--- src/rtl/fetch_unit.sv ---
// Instruction fetch stage: owns the PC, captures the combinational
// instruction word into IR, and handles branch squash, stall and halt.
module fetch_unit #(
    parameter int              PC_W     = 4,
    parameter int              INS_W    = 9,
    parameter logic [PC_W-1:0] RESET_PC = '0
) (
    input  logic             CLK,
    input  logic             RST_N,
    input  logic             EN,
    input  logic             STALL,
    input  logic             BR_TAKEN,
    input  logic [PC_W-1:0]  BR_TARGET,
    input  logic             HALT_REQ,
    input  logic [INS_W-1:0] INS_IN,
    output logic [PC_W-1:0]  PC,
    output logic [INS_W-1:0] IR,
    output logic [PC_W-1:0]  IR_PC,
    output logic             IR_VALID,
    output logic             HALTED,
    output logic             WRAP
);

    typedef enum logic [1:0] {
        IDLE  = 2'd0,
        FETCH = 2'd1,
        HALT  = 2'd2
    } state_t;

    state_t           state, state_n;
    logic [PC_W-1:0]  pc, pc_n;
    logic [INS_W-1:0] ir, ir_n;
    logic [PC_W-1:0]  ir_pc, ir_pc_n;
    logic             ir_valid, ir_valid_n;
    logic             wrap, wrap_n;

    // One-hot decode of the FETCH priority chain
    logic do_halt;
    logic do_br;
    logic do_hold;
    logic do_fetch;

    assign do_halt  = HALT_REQ;
    assign do_br    = !HALT_REQ && BR_TAKEN;
    assign do_hold  = !HALT_REQ && !BR_TAKEN && (STALL || !EN);
    assign do_fetch = !HALT_REQ && !BR_TAKEN && !STALL && EN;

    always_ff @(posedge CLK or negedge RST_N) begin
        if (!RST_N) begin
            state    <= IDLE;
            pc       <= RESET_PC;
            ir       <= '0;
            ir_pc    <= '0;
            ir_valid <= 1'b0;
            wrap     <= 1'b0;
        end else begin
            state    <= state_n;
            pc       <= pc_n;
            ir       <= ir_n;
            ir_pc    <= ir_pc_n;
            ir_valid <= ir_valid_n;
            wrap     <= wrap_n;
        end
    end

    always_comb begin
        state_n    = state;
        pc_n       = pc;
        ir_n       = ir;
        ir_pc_n    = ir_pc;
        ir_valid_n = ir_valid;
        wrap_n     = 1'b0;
        unique case (state)
            IDLE: begin
                pc_n       = RESET_PC;
                ir_valid_n = 1'b0;
                if (HALT_REQ) begin
                    state_n = HALT;
                end else if (EN) begin
                    state_n = FETCH;
                end
            end
            FETCH: begin
                unique case (1'b1)
                    do_halt: begin
                        state_n    = HALT;
                        ir_valid_n = 1'b0;
                    end
                    do_br: begin
                        // Word at the current PC is squashed
                        pc_n       = BR_TARGET;
                        ir_valid_n = 1'b0;
                    end
                    do_hold: begin
                        pc_n = pc;
                    end
                    do_fetch: begin
                        ir_n       = INS_IN;
                        ir_pc_n    = pc;
                        ir_valid_n = 1'b1;
                        pc_n       = pc + 1'b1;
                        wrap_n     = (pc == '1);
                    end
                    default: begin
                        pc_n = pc;
                    end
                endcase
            end
            HALT: begin
                ir_valid_n = 1'b0;
            end
            default: begin
                state_n    = IDLE;
                pc_n       = RESET_PC;
                ir_valid_n = 1'b0;
            end
        endcase
    end

    assign PC       = pc;
    assign IR       = ir;
    assign IR_PC    = ir_pc;
    assign IR_VALID = ir_valid;
    assign HALTED   = (state == HALT);
    assign WRAP     = wrap;

endmodule

--- config.mk ---
export PLATFORM = sky130hd
export DESIGN_NAME = fetch_unit
export DESIGN_NICKNAME = d
export VERILOG_FILES = /design/src/rtl/fetch_unit.sv
export SDC_FILE = /design/constraint.sdc
export NUM_CORES = 1
export LEC_CHECK = 0
export BUFFER_PORTS_ARGS = -buffer_cell sky130_fd_sc_hd__buf_2
export CAP_MARGIN = 20
export CORE_UTILIZATION = 51
export DETAILED_ROUTE_END_ITERATION = 12
export GPL_TIMING_DRIVEN = 0
export PLACE_DENSITY = 0.83
export SLEW_MARGIN = 20
export SYNTH_ARGS = -nofsm -noshare
export SYNTH_HDL_FRONTEND = slang
export SYNTH_SLANG_ARGS = --single-unit
--- constraint.sdc ---
create_clock -name CLK -period 2.27 [get_ports CLK]
set_clock_uncertainty 0.1 [all_clocks]
set_input_delay 0 -clock CLK [delete_from_list [all_inputs] [get_ports CLK]]
set_output_delay 0 -clock CLK [all_outputs]
set_load 0.02 [all_outputs]
Word-level counts from Yosys, hierarchy flattened

Cells that the tools add are included.

Logic and storage cells: 37
Output and inout bits: 20
Flip-flop bits (word level): 21
Input bits: 19

Eq/ne operators: 7
Multiplexer cells: 10
Reduce and logical (&&, ||, !) cells: 12
Add/sub/neg operators: 1
Bitwise gates (word level): 1

Operators by type and width:

| operator                                                         | number |
|---|---|
| 4-bit one-hot mux with 2 select lines                            | 2 |
| 3-bit != test (second input constant)                            | 3 |
| 2-bit 2-to-1 mux                                                 | 3 |
| 2-bit one-hot mux with 3 select lines                            | 1 |
| 4-bit by 1-bit adder with 4-bit output (second input constant)   | 1 |
| 4-bit == test (second input constant)                            | 1 |
| 1-bit logical AND                                                | 4 |
| 2-bit AND reduction                                              | 2 |
| 1-bit zero test                                                  | 3 |
| 1-bit 2-to-1 mux                                                 | 3 |
| 3-bit AND reduction                                              | 1 |
| 2-bit by 1-bit == test with 1-bit output (second input constant) | 1 |
| 2-bit == test (second input constant)                            | 1 |
| 2-bit zero test                                                  | 1 |
| 2-bit != test (second input constant)                            | 1 |
| 1-bit one-hot mux with 2 select lines                            | 1 |
| 2-bit OR reduction                                               | 1 |
| 1-bit NOT                                                        | 1 |

Longest topological paths before layout

Depth in word-level cells: 6
Depth in mapped cells: 5
Gate-level depth less buffers: 5

Least setup slack after synthesis

No wires, ideal clock.

Kind: flip-flop to flip-flop
Start point: register pc[0] (netlist: PC[0])
End point: register pc[2] (netlist: PC[2])
Cell stages (with the launch flop): 5
Slack: 0.840 ns
Clock period less this slack: 1.430 ns
Buffers on the path: 0
Setup time: 0.122 ns
Required time: 2.048 ns
Arrival: 1.209 ns
Path through: dfrtp_1 -> ha_1 -> xnor2_1 -> o31ai_1 -> a32o_1

Cells in the longest elaborated chain, start to end: 3

Ends and longest elaborated chain:

| item                                   | RTL line | source |
|---|---|---|
| start: declaration                     | 31       | `logic [PC_W-1:0] pc, pc_n;` |
| start signal: assignment               | 58       | `pc <= pc_n;` |
| 4-bit by 1-bit adder with 4-bit output | 101      | `pc_n = pc + 1'b1;` |
| 4-bit one-hot mux with 2 select lines  | 84       | `unique case (1'b1)` |
| 4-bit one-hot mux with 2 select lines  | 73       | `unique case (state)` |

No other way between the ends.
A chain may end at the register's enable or synchronous reset.

Worst setup path after layout

Start point: input BR_TAKEN
End point: register pc[3] (netlist: PC[3])

Cells in the longest elaborated chain, start to end: 6
Elaborated cells between the ends (all ways): 9
Those cells by class: eq/ne (1); mux (2); reduce/logical (6)

Ends and longest elaborated chain:

| item                                                                                | RTL line | source |
|---|---|---|
| start: declaration                                                                  | 12       | `input logic BR_TAKEN,` |
| 1-bit zero test                                                                     | 46       | `assign do_fetch = !HALT_REQ && !BR_TAKEN && !STALL && EN;` |
| 1-bit logical AND (3 in a row)                                                      | 46       |  |
| 4-bit one-hot mux with 2 select lines / 3-bit != test (equally long branches)       | -        |  |
| 4-bit one-hot mux with 2 select lines / 2-bit AND reduction (equally long branches) | -        |  |

Several ways; a longest one is shown, not always the timed one.

==> flow_results.org <==
** Power and ir drop
- Total power density per cell area :: 588 nW/um^2
- Sequential cell fraction of total power :: 0.514
- In this run the power spent charging and discharging nets is 0.266 mW.
- Internal power consumption :: 0.593 mW
- Across the VDD grid, the largest voltage drop is 458 uV.
- Fraction of power spent switching nets :: 0.310
- The share of total power dissipated in the clock network is 0.200.
- Overall power consumption after layout is estimated at 0.858 mW.
- The analysis attributes to cell leakage a power of 0.803 nW.
- Combinational cell fraction of total power :: 0.286

** Placement
- After detailed placement, the design holds a cell count of 143.
- Before CTS, the worst setup slack after placement is 0.769 ns.
- Buffers placed on the I/O ports in this run total 37.
- Routability-driven placement finished with a final weighted congestion of 0.750.
- After legalization and detailed placement, the total HPWL measured 1.43 mm.
- Placed Instance Area :: 1240 um^2

** Critical path
- Classification of the worst setup path :: in -> reg
- Data on the critical path is required at its endpoint by 2.36 ns.
- The startpoint identified for the worst register-to-register timing path is state[1]$_DFFE_PN0P_.
- Data arrives at the worst endpoint at 1.71 ns.
- In this run the critical register-to-register path is captured at IR[6]$_DFFE_PN0P_.
- The critical path goes through dlygate4sd3_1, buf_2, inv_1, nor3_1, dlygate4sd3_1, o21ai_1.
- The worst setup path is captured at a register.
- Flop2flop setup slack :: 0.75 ns
- On the worst path, the slowest cell contributes a delay of 0.58 ns.
- Among the stages of the critical path, the cell type that occurs most often is sky130_fd_sc_hd__dlygate4sd3_1.
- On the critical path, the stage with the largest delay is an instance of sky130_fd_sc_hd__dlygate4sd3_1.
- Crit path buf inv count :: 4
- Critical path launch point type :: input port
- In this run the worst path has a maximum fanout of 8.
- Measured in cells, the most critical reg-to-reg path has a length of 5.
- Largest delay share family, worst path :: buffers and inverters

** Yosys
- In this run the mean area of a mapped cell was 12.7 um^2.
- Post-synth cell types :: 34
- Number of nets in the synthesized netlist :: 101
- Summing every instance area after synthesis gives 1030 um^2.
- Post-synthesis sequential element count :: 21
- Number of synthesized flops with an enable pin :: 0
- After technology mapping, the gate count stands at 81.
- Sequential cell area fraction in the yosys report :: 0.512
- After synthesis, the share of flip-flops with an asynchronous set or reset is 1.00.
- Predominant post-synthesis flop cell :: sky130_fd_sc_hd__dfrtp_1
- Number of warnings printed during yosys synthesis :: 0

** Die
- The initial utilization of the core area, before any placement, comes to 0.569.
- After floorplanning, the core was divided into 15 placement rows.
- Die area :: 2190 um^2
- Die Y :: 46.9 um
- Io pins :: 39
- After floorplanning, the core was sized to cover 1800 um^2.
- The die is 46.9 um wide.

** Global route
- The number of global-route vias before repair was 830.
- Across every metal layer, demand over resource in global routing totals 0.231.
- Antenna violations before repair :: 0
- Wire length of the first global-routing pass :: 3.51 mm
- Global Route met1 Usage :: 0.260
- Remaining Overflow, GRT :: 0
- Largest net degree at the start of global routing :: 22
- For met2 alone, demand over resource in global routing was 0.428.
- Met3 track demand over resource :: 0.0462
- The global routing stage identified its most utilized layer as met2.

** CTS
- For the worst-skew pair, the clock arrives at the later sink with an insertion delay of 0.29 ns.
- Clock Sinks :: 21
- In this run, CTS created clock tree buffers numbering 3.
- Max H-tree Level :: 1
- Once the clock tree was built, the setup fixing pass inserted 0 buffers.
- The clock passes through at most 2 buffers.
- Quantity of hold-fixing buffers added after cts :: 18
- Clock tree from TritonCTS :: built
- Clock tree synthesis selected as its root buffer the cell sky130_fd_sc_hd__clkbuf_4.
- # resized after CTS :: 0
- After clock tree synthesis, the clock-pin slew on the worst setup and hold paths is 0.11 ns.

** STA
- Static timing analysis puts the maximum clock frequency at 620 MHz.
- Setup repair after global routing left no endpoint under its margin.
- Max-slew violation count :: 0
- Worst Tran Pin Value :: 0.458 ns
- Period utilisation layout :: 0.710
- Subtracting the final worst setup slack from the clock period gives 1.61 ns.
- Setup WS post-layout :: 0.658 ns
- The final count of hold timing violations is 0.
- For the final routed database, the setup TNS stands at 0 ns.
- Final hold analysis gives a worst-case slack of 0.0844 ns.
- Final setup violation count :: 0
- Measured against its own limit, the worst slew margin works out to 0.694.

** Worst hold path
- Worst Hold Class :: in -> async

** Routing
- Summed over all layers, the routed wires come to 2.41 mm.
- Initial DRC count :: 14
- The detailed router placed 865 vias in this run.
- The first detailed-routing pass ran for 4 iterations.
- After detailed routing, the number of remaining DRC violations is 0.
- In the routed layout, each cell is associated on average with a via count of 5.21.
- In this run the remaining antenna-violating nets after routing total 0.
- In the final routed layout, each cell accounts on average for 14.5 um.

** Finish
- Final Util :: 0.810
- Post-route design area :: 1460 um^2
- The library cell used most frequently in the layout, excluding fill and tap cells, is sky130_fd_sc_hd__buf_2.
- Top library cells by usage in the layout, fill and taps aside :: sky130_fd_sc_hd__buf_2, sky130_fd_sc_hd__dfrtp_1, sky130_fd_sc_hd__dlygate4sd3_1
- In the final layout, the share of cells above drive strength 1 is 0.426.
- The area growth from synthesis to layout is 42.2%.
- Final #Nets :: 162
- 0 antenna diodes ended up in the layout.
- Excluding fillers, the count of instances in the completed layout stands at 166.

** Flow run
- Across the run, the number of max-cap violations was 0.

** Status
- The run finished with clean final reports.
## sequential cells by signal, indices dropped and copies added (netlist names)
name and count:
IR 9, state 2, PC 4, IR_VALID 1, WRAP 1, IR_PC 4
## cells in the mapped netlist, drive strengths merged (2+ instances only)
| master | number | share of area |
|---|---|---|
| buf | 4 | 0.034 |
| dfrtp | 21 | 0.51 |
| inv | 3 | 0.011 |
| mux2 | 13 | 0.18 |
| nand2 | 3 | 0.011 |
| nand2b | 2 | 0.012 |
| nand3 | 5 | 0.037 |
| nor2 | 5 | 0.026 |
| nor2b | 2 | 0.015 |
| nor3 | 2 | 0.0098 |
| o211ai | 2 | 0.015 |
| o21ai | 4 | 0.020 |
## layout make-up
type | instances | area [um^2]
timing repair buffer | 56 | 375
sequential | 21 | 526
tap | 25 | 31.3
inverter | 3 | 11.3
clock buffer | 4 | 26.3
buffer | 4 | 35.0
fill | 130 | 343
multi-input combinational | 53 | 454
## per-layer routing
layer  wire length (um)  vias up
met1               1000      413
met2               1240       36
met3                155        2
met4                 12        0
met5                  0        -
li1                   -      414
## cell families (layout without fill, tap and decap cells)
logic type / count (synthesis) / after routing / synth area share
AO/OA/AOI/OAI: 15 / 15 / 0.107
XOR/XNOR: 1 / 1 / 0.00854
buffers and inverters: 7 / 67 / 0.0451
flip-flops: 21 / 21 / 0.512
multiplexers: 14 / 14 / 0.185
adder cells (fa/ha/maj): 1 / 1 / 0.0122
AND/OR/NAND/NOR: 22 / 22 / 0.129
## power by group through the flow
stage / Clock, mW / Combinational [mW] / Sequential [mW]
3_5_place_dp: 0 / 0.213 / 0.448
4_1_cts: 0.176 / 0.240 / 0.440
6_report: 0.172 / 0.245 / 0.441
2_1_floorplan: 0 / 0.108 / 0.475
3_3_place_gp: 0 / 0.209 / 0.444
5_1_grt: 0.191 / 0.265 / 0.447
## worst max path at each step
stage                              endpoint            startpoint  slack [ns]  depth (start not counted)
after floorplan           PC[2]$_DFFE_PN0P_     PC[0]$_DFFE_PN0P_        0.84                          4
after global placement    IR[4]$_DFFE_PN0P_  state[0]$_DFFE_PN0P_        0.79                          5
after detailed placement  IR[0]$_DFFE_PN0P_  state[0]$_DFFE_PN0P_        0.77                          5
after CTS                 IR[6]$_DFFE_PN0P_  state[1]$_DFFE_PN0P_        0.75                          5
after global routing      PC[3]$_DFFE_PN0P_              BR_TAKEN        0.62                          6
final                     PC[3]$_DFFE_PN0P_              BR_TAKEN        0.66                          6
Power figures use the tool's default switching activity.
